### src/rtl/tnn_seq_classifier.sv
// tnn_seq_classifier: sequential ternary-NN classifier evaluating LANES hidden neurons per cycle,
// with valid/ready handshakes; define TNN_SEQ_SCORES_EN to expose the per-class scores port.
module tnn_seq_classifier #(
    parameter int FEAT_CNT = 19,
    parameter int FEAT_BITS = 4,
    parameter int HIDDEN_CNT = 40,
    parameter int CLASS_CNT = 3,
    parameter int LANES = 8,
    parameter logic [FEAT_CNT*HIDDEN_CNT-1:0] W1_NZ = '1,
    parameter logic [FEAT_CNT*HIDDEN_CNT-1:0] W1_SIGN = '0,
    parameter logic [CLASS_CNT*HIDDEN_CNT-1:0] W2_NZ = '1,
    parameter logic [CLASS_CNT*HIDDEN_CNT-1:0] W2_SIGN = '0
) (
    input logic clk,
    input logic rst_n,
    input logic in_valid,
    output logic in_ready,
    input logic [FEAT_CNT*FEAT_BITS-1:0] features,
    output logic out_valid,
    input logic out_ready,
`ifdef TNN_SEQ_SCORES_EN
    output logic [$clog2(CLASS_CNT)-1:0] prediction,
    output logic [CLASS_CNT*$clog2(2*HIDDEN_CNT+1)-1:0] scores
`else
    output logic [$clog2(CLASS_CNT)-1:0] prediction
`endif
);
    localparam int NPASS = (HIDDEN_CNT + LANES - 1) / LANES;
    localparam int PW = NPASS > 1 ? $clog2(NPASS) : 1;
    localparam int AW = FEAT_BITS + 1 + $clog2(FEAT_CNT + 1);
    localparam int SW = $clog2(2 * HIDDEN_CNT + 1);
    localparam int CW = $clog2(CLASS_CNT);
    localparam int W1P = NPASS * LANES * FEAT_CNT;
    localparam int W2P = CLASS_CNT * HIDDEN_CNT + NPASS * LANES;
    // Padding keeps every constant lane index in range; padded lanes are masked by lane_ok.
    localparam logic [W1P-1:0] NZ1 = W1P'(W1_NZ);
    localparam logic [W1P-1:0] SG1 = W1P'(W1_SIGN);
    localparam logic [W2P-1:0] NZ2 = W2P'(W2_NZ);
    localparam logic [W2P-1:0] SG2 = W2P'(W2_SIGN);

    function automatic int zero_cnt(input int c);
        int n;
        n = 0;
        for (int j = 0; j < HIDDEN_CNT; j++) n += int'(!W2_NZ[c*HIDDEN_CNT+j]);
        return n;
    endfunction

    function automatic int min_zero_cnt();
        int m;
        m = zero_cnt(0);
        for (int c = 1; c < CLASS_CNT; c++) m = zero_cnt(c) < m ? zero_cnt(c) : m;
        return m;
    endfunction

    localparam int MINZC = min_zero_cnt();

    function automatic logic hidden_bit(input logic [FEAT_CNT-1:0] nz, input logic [FEAT_CNT-1:0] sg,
                                        input logic [FEAT_CNT*FEAT_BITS-1:0] f);
        logic signed [AW-1:0] s, x;
        s = '0;
        for (int k = 0; k < FEAT_CNT; k++) begin
            x = AW'(f[k*FEAT_BITS +: FEAT_BITS]);
            if (nz[k]) s = sg[k] ? s + x : s - x;
        end
        return s >= 0;
    endfunction

    typedef enum logic [1:0] {IDLE, RUN, SCORE, DONE} state_t;
    state_t state, next_state;

    logic accept, last_pass;
    logic [PW-1:0] pass;
    logic [FEAT_CNT*FEAT_BITS-1:0] feat_q;
    logic [FEAT_CNT-1:0] nz1 [LANES];
    logic [FEAT_CNT-1:0] sg1 [LANES];
    logic [CLASS_CNT-1:0] nz2 [LANES];
    logic [CLASS_CNT-1:0] sg2 [LANES];
    logic [LANES-1:0] lane_ok, h;
    logic [SW-1:0] match [CLASS_CNT];
    logic [SW-1:0] inc [CLASS_CNT];
    logic [SW-1:0] sc [CLASS_CNT];
    logic [SW-1:0] bv;
    logic [CW-1:0] best;

    always_ff @(posedge clk or negedge rst_n) begin
        if (!rst_n) begin
            state <= IDLE;
            in_ready <= 1'b0;
        end else begin
            state <= next_state;
            in_ready <= next_state == IDLE;
        end
    end

    always_comb begin
        next_state = state;
        case (state)
            IDLE: next_state = accept ? RUN : IDLE;
            RUN: next_state = last_pass ? SCORE : RUN;
            SCORE: next_state = DONE;
            DONE: next_state = out_ready ? IDLE : DONE;
            default: next_state = IDLE;
        endcase
    end

    always_comb begin
        accept = state == IDLE && in_valid && in_ready;
        last_pass = pass == PW'(NPASS - 1);
        out_valid = state == DONE;
    end

    // Weight rows for the current pass, then per-class agreement counts across lanes.
    always_comb begin
        for (int l = 0; l < LANES; l++) begin
            nz1[l] = '0;
            sg1[l] = '0;
            nz2[l] = '0;
            sg2[l] = '0;
            lane_ok[l] = 1'b0;
            for (int p = 0; p < NPASS; p++)
                if (pass == PW'(p)) begin
                    nz1[l] = NZ1[(p*LANES+l)*FEAT_CNT +: FEAT_CNT];
                    sg1[l] = SG1[(p*LANES+l)*FEAT_CNT +: FEAT_CNT];
                    lane_ok[l] = p * LANES + l < HIDDEN_CNT;
                    for (int c = 0; c < CLASS_CNT; c++) begin
                        nz2[l][c] = NZ2[c*HIDDEN_CNT+p*LANES+l];
                        sg2[l][c] = SG2[c*HIDDEN_CNT+p*LANES+l];
                    end
                end
            h[l] = hidden_bit(nz1[l], sg1[l], feat_q);
        end
        for (int c = 0; c < CLASS_CNT; c++) begin
            inc[c] = '0;
            for (int l = 0; l < LANES; l++)
                if (lane_ok[l] && nz2[l][c] && h[l] == sg2[l][c]) inc[c] = inc[c] + SW'(1);
        end
    end

    always_comb begin
        bv = '0;
        best = '0;
        for (int c = 0; c < CLASS_CNT; c++) begin
            sc[c] = SW'(2 * int'(match[c]) + zero_cnt(c) - MINZC);
            if (c == 0 || sc[c] > bv) begin
                bv = sc[c];
                best = CW'(c);
            end
        end
    end

    always_ff @(posedge clk or negedge rst_n) begin
        if (!rst_n) begin
            feat_q <= '0;
            pass <= '0;
            prediction <= '0;
            for (int c = 0; c < CLASS_CNT; c++) match[c] <= '0;
`ifdef TNN_SEQ_SCORES_EN
            scores <= '0;
`endif
        end else begin
            if (accept) begin
                feat_q <= features;
                pass <= '0;
                for (int c = 0; c < CLASS_CNT; c++) match[c] <= '0;
            end else if (state == RUN) begin
                pass <= pass + 1'b1;
                for (int c = 0; c < CLASS_CNT; c++) match[c] <= match[c] + inc[c];
            end
            if (state == SCORE) begin
                prediction <= best;
`ifdef TNN_SEQ_SCORES_EN
                for (int c = 0; c < CLASS_CNT; c++) scores[c*SW +: SW] <= sc[c];
`endif
            end
        end
    end
endmodule

### config.mk
export PLATFORM = sky130hd
export DESIGN_NAME = tnn_seq_classifier
export DESIGN_NICKNAME = d
export VERILOG_FILES = /design/src/rtl/tnn_seq_classifier.sv
export SDC_FILE = /design/constraint.sdc
export NUM_CORES = 1
export LEC_CHECK = 0
export CAP_MARGIN = 15
export CORE_MARGIN = 8
export CORE_UTILIZATION = 40
export CTS_CLUSTER_SIZE = 8
export DETAILED_ROUTE_END_ITERATION = 8
export PLACE_DENSITY_LB_ADDON = 0.08
export SYNTH_ARGS = -nofsm -noshare
export SYNTH_HDL_FRONTEND = slang
export SYNTH_SLANG_ARGS = --single-unit
### constraint.sdc
create_clock -name clk -period 17.47 [get_ports clk]
set_input_delay 1.747 -clock clk [delete_from_list [all_inputs] [get_ports clk]]
set_output_delay 1.747 -clock clk [all_outputs]
set_load 0.02 [all_outputs]
==> reports/metrics.csv <==
stage,metric,value,unit
status,outcome,finished clean,
hold_path,Hold Startpoint,prediction[0],
setup_path,Buf/Inv on CP,11,
cts,clk sinks,102,
timing,min cycle time layout,15.74,ns
die,Initial Util,0.402,
global_routing,largest net degree at the start of global routing,88,
setup_path,r2r startpoint,pass[1],
cts,hold_buf cts,0,
timing,Worst Skew,0.0146,ns
setup_path,Worst setup SP type,flop,
setup_path,CP endpoint kind,flop,
die,die height,177,µm
yosys,post-synth top area share,0.247,
setup_path,"Data arrival, critical path",15.97,ns
yosys,post-synthesis sequential area ratio,0.247,
yosys,post-synth cell types,84,
global_routing,vias in the first global route,8383,
hold_path,Hold EP,prediction[0],
yosys,largest area contributor in the netlist,dfrtp_1,
timing,Tightest Pin Transition,0.900,ns
cells_and_area,Layout Nets,1462,
timing,Max Fclk,63.5,MHz
setup_path,flop2flop setup slack,1.73,ns
setup_path,r2r endpoint,match[19],
placement,Final GP Congestion,0.793,
detailed_routing,DRT Pass-1 Iters,4,
yosys,Post-synth ARST share,1.00,
timing,unrepaired setup endpoints after global routing,no,
cts,CTS tree,built,
detailed_routing,Final ANT Viol Nets,0,
detailed_routing,Wirelength per Cell,15.6,µm
yosys,Mapped Nets,1409,
die,IO Count,84,
cts,clk slew on worst S/H paths,0.09,ns
setup_path,Most common cell on crit path,fa_1,
run,max cap viols,0,
global_routing,grt ovf,0,
timing,final worst-path cycle share,0.901,
die,die width,177,µm
global_routing,GRT Overall Usage,0.165,
placement,Port Buffers,83,
detailed_routing,vias,8353,
yosys,"top cells by area, synth","dfrtp_1 25%, ha_1 12%, xnor2_1 6.6%, o21ai_0 4.7%, nand2_1 4.3%",
yosys,Post-synth EDFFs,0,
cells_and_area,area grow syn2layout,13.6,%
timing,# setup viols final,0,
setup_path,Crit path max-delay family,adder cells,
hold_path,HP Class,reg -> reg,
detailed_routing,DRC,0,
cts,Worst-Skew Late Latency,0.37,ns
setup_path,slowest CP cell,fa_1,
global_routing,first-pass GRT wire length,42.6,mm
setup_path,reg2reg path depth,68,
cts,Post-CTS Resized,0,
global_routing,initial antenna violation count,0,
placement,detailed placement HPWL,19.3,mm
cts,H-tree Lvls,3,
yosys,Synth Area per Inst,8.50,µm²
setup_path,maximum fanout along the worst path,5,
detailed_routing,Routed WL,25.1,mm
detailed_routing,DRT iter0 DRCs,431,
setup_path,Max stage delay on crit path,0.51,ns
detailed_routing,vias per cell,5.19,
yosys,Syn Std Cell Area,0.0103,mm²
yosys,yosys warns,0,
hold_path,worst hold stages,2,
timing,slew margin rel.,0.398,
cells_and_area,final antenna diode count,0,
die,Core Area,0.0257,mm²
cts,total CTS buffers,9,
cts,setup repair bufs after CTS,0,
timing,Post-Route Setup TNS,0,ns
timing,Pins Over Slew Limit,0,
die,FP Rows,59,
setup_path,WS Path Type,reg -> reg,
timing,final hold violations,0,
yosys,Post-Syn Instances,1216,
die,die area,0.0312,mm²
cells_and_area,layout cell share with drive strength beyond 1,0.0722,
yosys,top_reg_cell synth,dfrtp_1,
yosys,Synth Register Bits,102,
setup_path,critical path required time,17.70,ns
cts,clock buffer depth,2,
cts,Root Driver,clkbuf_16,
[cell usage in the layout, fill, tap and decap left out, types with 4 or more instances in the layout]
master	Yosys	layout
nand2_1	118	118
nor2_1	105	105
dfrtp_1	102	102
o21ai_0	97	97
ha_1	96	96
inv_1	89	89
clkdlybuf4s50_1	0	82
xnor2_1	78	78
a21oi_1	59	59
nor2b_1	41	41
a21o_1	34	34
xor2_1	27	27
mux2_2	26	26
nand2b_1	24	24
nand3_1	24	24
or3_1	23	23
nor3_1	22	22
mux2i_1	19	19
fa_1	17	17
a31oi_1	14	14
and2_1	12	12
a211oi_1	9	9
clkbuf_16	0	9
o211ai_1	8	8
nand4_1	8	8
o21a_1	7	7
nor4_1	7	7
buf_4	12	7
xnor2_2	5	5
a211o_1	5	5
o22ai_1	5	5
xnor3_1	5	5
nand3b_1	4	4
or2_2	4	4
and3_1	5	4
xnor3_2	4	4
[layout make-up]
type	count	area [µm²]
tap	335	419
timing repair buffer	89	873
fill	2592	14000
clock inverter	7	96.3
sequential	102	2550
multi-input combinational	978	7240
inverter	89	334
clock buffer	9	225
[registers in the layout, summed over array words and instances, names as in the netlist]
| name | cells |
|---|---|
| feat_q | 76 |
| match | 18 |
| pass | 3 |
| prediction | 2 |
| state | 2 |
| in_ready | 1 |
[cell usage after synthesis (4+ instances only)]
master,instances
nor2b_1,41
or3_1,23
nand3b_1,4
fa_1,17
buf_4,12
o21ai_0,97
nand2_1,118
and2_1,12
ha_1,96
dfrtp_1,102
and3_1,5
o22ai_1,5
xor2_1,27
nand3_1,24
o21a_1,7
clkbuf_1,30
a31oi_1,14
nor2_1,105
a211oi_1,9
nand4_1,8
xnor2_1,78
a21oi_1,59
mux2i_1,19
mux2_2,26
xnor3_2,4
xnor2_2,5
a211o_1,5
o211ai_1,8
nor3_1,22
or2_2,4
xnor3_1,5
nor4_1,7
a21o_1,34
inv_1,89
nand2b_1,24
[kinds of logic (layout without fill, tap and decap cells)]
logic type,after synthesis,in the layout,synth area share
AND/OR/NAND/NOR,410,410,0.194
AO/OA/AOI/OAI,283,283,0.176
buffers and inverters,136,194,0.0540
XOR/XNOR,125,125,0.129
adder cells (fa/ha/maj),114,114,0.150
flip-flops,102,102,0.247
multiplexers,46,46,0.0489
[worst register-to-register path: cells and delay by family, from the launching register on]
family          cells  cell delay, ns
buf+inv            11            0.88
mux                 1            0.22
fa+ha+maj          23            8.94
compound gates      7            1.15
xor+xnor            2            0.32
simple gates       24            3.64
flops               1            0.44
[how the worst max path moves through the flow]
stage                     startpoint         to  slack (ns)  cells past startpoint
after CTS                    pass[1]  match[19]        1.66                     68
after floorplan              pass[1]  match[19]        1.54                     75
after detailed placement     pass[1]  match[19]        1.80                     68
after global routing         pass[1]  match[19]        0.60                     68
final                        pass[1]  match[19]        1.73                     68
after global placement       pass[1]   match[5]        1.97                     68
[routing by layer]
metal | up-vias | GRT usage | part of all wire
li1 | 4311 | - | -
met1 | 3928 | 0.218 | 0.48
met3 | 13 | 0.0237 | 0.026
met5 | - | 0 | 0
met4 | 0 | 0.0263 | 0.0074
met2 | 101 | 0.285 | 0.48
[stage by stage]
stage	setup WS, ns	instances	utilization	hold slack (ns)	area, µm²
2_1_floorplan	1.54	1216	-	0.464	10300
3_3_place_gp	1.97	1593	0.444	0.481	11400
3_5_place_dp	1.80	1593	0.444	0.481	11400
4_1_cts	1.66	1609	0.457	0.503	11700
5_1_grt	0.601	1609	0.457	0.520	11700
6_report	1.73	1609	0.457	0.494	11700
Power is left out: the tool's default activity adds up to more than one toggle a clock period on the data nets, which glitch-free logic cannot reach.
==> RTL edit 1 (config.mk and constraints unchanged) <==
The option `TNN_SEQ_SCORES_EN` is turned on by a define.
--- a/src/rtl/tnn_seq_classifier.sv
+++ b/src/rtl/tnn_seq_classifier.sv
@@ -2,2 +2,4 @@
 // with valid/ready handshakes; define TNN_SEQ_SCORES_EN to expose the per-class scores port.
+`define TNN_SEQ_SCORES_EN
+
 module tnn_seq_classifier #(
Check against the original RTL (old outputs only; new: scores): no difference found for any inputs over 4 cycles, from zero or initial values and one cycle with rst_n low; that may be too few to reach the edited logic, so the function may still have changed.
==> RTL edit 1 against the original RTL <==
- die area grew 4.9%
- sequential cell count increased by 18
- sequential share of layout area rose by 1.7 points
- setup slack worse by 330 ps
- design area increased by 9.1%
- routed wire length grew 3.3%
- area after synthesis up 5.4%
- core utilization rose by 2.0 points
- synthesized cell count up 2.5%
- critical path depth down 1
- critical path type unchanged
Power is left out: the tool's default activity adds up to more than one toggle a clock period on the data nets, which glitch-free logic cannot reach.
==> RTL edit 1: results (changes against the original RTL) <==
{| class="wikitable"
! Metric !! Value
|-
| Proportion of layout cells with a drive suffix above 1 || 0.0964 (+0.0242)
|-
| Largest registers in the final layout || feat_q (76), match (18), scores (18)
|-
| Register clock-pin slew on the reported worst setup and hold paths || 70 ps (-20 ps)
|-
| Number of H-tree branching levels || 4 (+1)
|-
| Largest stage delay on the critical path || 640 ps (+130 ps)
|-
| Vias per cell || 5.16 (-0.60%)
|-
| Clock Latency Late Sink || 430 ps (+60 ps)
|-
| Biggest fanout along the worst timing path || 19 (+14)
|-
| Worst slew margin relative to its limit || 0.290 (-0.108)
|-
| Buffer cell driving the clock tree root || clkbuf_16
|-
| Last weighted congestion value of the routability-driven placer || 0.837 (+5.5%)
|-
| Hold path startpoint || scores[8]
|-
| Arrival time at the worst endpoint || 16350 ps (+380 ps)
|-
| Total global-route track usage || 0.162 (-0.00330)
|-
| Post-CTS setup buffer count || 0 (unchanged)
|-
| Post-Synth XOR/XNOR Area || 0.119 (-0.0105)
|-
| Post-layout nets || 1518 (+3.8%)
|-
| Sequential element share of the synthesized area || 0.276 (+0.0287)
|-
| Drt total wl || 25900 µm (+3.3%)
|-
| Share of the synthesized area in compound gates (AO/OA/AOI/OAI) || 0.177 (+0.00106)
|-
| First-pass GRT wire length || 44000 µm (+3.3%)
|-
| Depth of the most critical reg-to-reg path || 67 (-1.5%)
|-
| Status || complete, no violations
|-
| WHS Endpoint || scores[8]
|-
| Port bufs || 101 (+22%)
|-
| Endpoint of the worst-slack reg-to-reg timing path || match[5]
|-
| Pin count of the biggest net entering global routing || 85 (-3.4%)
|-
| Synth unique cells || 91 (+8.3%)
|-
| Post-placement worst setup slack || 1270 ps (-527 ps)
|-
| Cell Area, Placed || 12200 µm² (+6.8%)
|-
| Number of clock buffers inserted by TritonCTS || 17 (+8)
|-
| Post-route clock skew || 15.1 ps (+0.499 ps)
|-
| Fraction of synthesized area in multiplexers || 0.0430 (-0.00596)
|-
| Slowest stage cell, crit path || nor3b_4
|-
| Synth top area cells || dfrtp_1 28%, ha_1 11%, o21ai_0 5.1%, xnor2_1 5.0%, nand2_1 4.5%
|-
| Reg-to-reg slack, setup || 1400 ps (-330 ps)
|-
| Fraction of the mapped netlist area in adder cells || 0.141 (-0.00863)
|-
| Vias in the first global route || 8797 (+4.9%)
|-
| HPWL after detailed placement || 19800 µm (+2.3%)
|-
| 1st-iter DRT viols || 400 (-7.2%)
|-
| Yosys warning total || 0 (unchanged)
|-
| Number of cells upsized or downsized after cts || 0 (unchanged)
|}
RTL edit 1: changes by cell type after synthesis, sizes merged, moves of 6 or more:
| cell | change |
|---|---|
| clkbuf | +6 |
| dfrtp | +18 |
| mux2 | +9 |
| mux2i | -13 |
| nand2 | +14 |
| nor2 | -8 |
| nor3b | +6 |
| o21ai | +16 |
| xnor2 | -18 |
RTL edit 1: critical path, delay by kind of cell, from the launching register on:
| kind | cells | cell delay, ps |
|---|---|---|
| buffers and inverters | 11 | 870 |
| adders and majority gates | 23 | 9030 |
| and+or+nand+nor | 23 | 3860 |
| xor gates and xnor gates | 2 | 330 |
| DFF | 1 | 430 |
| AOI/OAI and AO/OA | 8 | 1380 |
RTL edit 1: area by class of cell:
| class | instances | area [µm²] |
|---|---|---|
| tap | 341 | 427 |
| multi-input combinational | 987 | 7350 |
| inverter | 91 | 342 |
| clock inverter | 15 | 196 |
| clock buffer | 17 | 425 |
| fill | 2631 | 14100 |
| timing repair buffer | 108 | 1060 |
| sequential | 120 | 3000 |
RTL edit 1: worst max path at each step:
stage	start	end	slack (ps)	cells after the start
after floorplan	pass[1]	match[12]	1420	73
after global placement	pass[1]	match[12]	1640	67
after detailed placement	pass[1]	match[5]	1270	66
after CTS	pass[1]	match[19]	1240	66
after global routing	pass[1]	match[5]	30	67
final	pass[1]	match[5]	1400	67
RTL edit 1: cell families after synthesis:
| family | after synthesis |
|---|---|
| flops | 120 |
| buf+inv | 141 |
| simple gates | 420 |
| mux | 42 |
| compound gates | 297 |
| xor+xnor | 112 |
| fa+ha+maj | 113 |
| other cells | 1 |
RTL edit 1: stage by stage:
stage               utilization  instances  hold WS (ps)
global route              0.477       1679           514
finish                    0.477       1679           482
detailed placement        0.453       1647           472
floorplan                     -       1248           472
CTS                       0.477       1679           489
global placement          0.453       1647           463
RTL edit 1: metal layers:
| metal | track usage | wire [µm] |
|---|---|---|
| met5 | 0 | 0 |
| met4 | 0.0305 | 183 |
| met3 | 0.0277 | 760 |
| met2 | 0.270 | 12200 |
| met1 | 0.217 | 12800 |
==> RTL edit 2 (same settings) <==
Without the edit above. The 4 states of `state_t` get a one-hot encoding in 4 bits.
--- a/src/rtl/tnn_seq_classifier.sv
+++ b/src/rtl/tnn_seq_classifier.sv
@@ -67,3 +67,3 @@
 
-    typedef enum logic [1:0] {IDLE, RUN, SCORE, DONE} state_t;
+    typedef enum logic [3:0] {IDLE = 4'b0001, RUN = 4'b0010, SCORE = 4'b0100, DONE = 4'b1000} state_t;
     state_t state, next_state;
Formal check against the unedited RTL: no difference found for any inputs over 4 cycles, from zero or initial values and one cycle with rst_n low; so few cycles prove little.
==> RTL edit 2 against the original RTL <==
- setup slack better by 340 ps
- worst hold slack improved by 16 ps
- area after synthesis is 2.7% lower
- sequential cell count increased by 2
- cell count shrank 3.6%
- design area decreased by 1.7%
- routed wire length shrank 4.8%
Power is left out: the tool's default activity adds up to more than one toggle a clock period on the data nets, which glitch-free logic cannot reach.
==> RTL edit 2: results (changes against the original RTL) <==
{| class="wikitable"
! Metric !! Value
|-
| WHS Endpoint || match[0]
|-
| Flip-flop and latch count after synthesis || 104 (+2.0%)
|-
| Status || complete, no violations
|-
| Amount of wire on met3 after detailed routing || 496 µm (-24%)
|-
| Launch point of the worst reg-to-reg path || pass[0]
|-
| Depth of the most critical reg-to-reg path || 65 (-4.4%)
|-
| Detailed-routed wire length on met2 || 11800 µm (-2.3%)
|-
| Crit share post-route || 0.882 (-0.0193)
|-
| Biggest fanout along the worst timing path || 4 (-1)
|-
| Drt total wl || 23900 µm (-4.8%)
|-
| Global-route met1 utilization || 0.209 (-0.00914)
|-
| Vias per cell || 5.10 (-1.8%)
|-
| Number of cells produced by synthesis || 1155 (-5.0%)
|-
| Placed cells || 1535 (-3.6%)
|-
| Number of filler instances in the final layout || 2470 (-4.7%)
|-
| Transition time at the pin with the least slew margin || 1050 ps (+145 ps)
|-
| Post-placement worst setup slack || 2120 ps (+316 ps)
|-
| First-pass GRT wire length || 41200 µm (-3.3%)
|-
| Mapped Nets || 1349 (-4.3%)
|-
| Share of the core filled with cells in the final layout || 0.464 (+0.00666)
|-
| Synth top area cells || dfrtp_1 26%, ha_1 12%, xnor2_1 6.5%, o21ai_0 4.4%, nor2_1 3.8%
|-
| Antenna violations before repair || 0 (unchanged)
|-
| Post-route clock skew || 12.7 ps (-1.91 ps)
|-
| Post-layout nets || 1410 (-3.6%)
|-
| Arrival time at the worst endpoint || 15630 ps (-340 ps)
|-
| Synth unique cells || 83 (-1.2%)
|-
| Largest registers in the final layout || feat_q (76), match (18), state (4)
|-
| Number of cells upsized or downsized after cts || 0 (unchanged)
|-
| Register clock-pin slew on the reported worst setup and hold paths || 80 ps
|-
| Proportion of layout cells with a drive suffix above 1 || 0.0753 (+0.00313)
|-
| Met3 GRT Util || 0.0202 (-0.00350)
|-
| Routed metal-1 wirelength || 11300 µm (-7.3%)
|-
| HPWL after detailed placement || 18400 µm (-5.0%)
|-
| GRT met2 Usage || 0.284 (-0.00124)
|-
| 1st-iter DRT viols || 424 (-1.6%)
|-
| Hold path startpoint || match[0]
|-
| Number of diodes added for antenna fixing || 0 (unchanged)
|-
| Cell Area, Placed || 11200 µm² (-1.7%)
|-
| Total global-route track usage || 0.161 (-0.00348)
|-
| Deepest clock path buffer count || 2 (unchanged)
|-
| Pre-Repair DR Iteration Count || 5 (+1)
|-
| Critical Path Sink || match[11]
|-
| Pin count of the biggest net entering global routing || 76 (-14%)
|-
| Port bufs || 83 (unchanged)
|-
| Drt wl/cell || 15.4 µm (-1.2%)
|-
| Top cells by count, synth || 103 x dfrtp_1, 102 x nor2_1, 99 x nand2_1
|-
| Sequential element share of the synthesized area || 0.259 (+0.0121)
|-
| Last weighted congestion value of the routability-driven placer || 0.824 (+3.9%)
|}
==> RTL edit 2: cell count changes after synthesis, moves of 8 or more <==
| cell | unedited run | this run |
|---|---|---|
| or3_1 | 23 | 3 |
| nand2_1 | 118 | 99 |
| nand2b_1 | 24 | 40 |
| buf_4 | 12 | 0 |
| a21o_1 | 34 | 23 |
| nand3_1 | 24 | 13 |
| mux2i_1 | 19 | 9 |
| inv_1 | 89 | 97 |
| o21ai_0 | 97 | 89 |
| o21ai_1 | 1 | 9 |
==> RTL edit 2: cell families (layout without fill, tap and decap cells) <==
family          Yosys count  in the layout  share of synthesized area
mux                      33             33                     0.0359
compound gates          269            269                      0.176
xor+xnor                125            125                      0.141
fa+ha+maj               114            114                      0.155
flops                   104            104                      0.259
simple gates            373            373                      0.182
buf+inv                 137            203                     0.0514
==> RTL edit 2: area by class of cell <==
class	count	area share
tap	330	0.0358
sequential	104	0.226
timing repair buffer	90	0.0763
clock buffer	9	0.0195
multi-input combinational	914	0.603
inverter	97	0.0316
clock inverter	7	0.00824
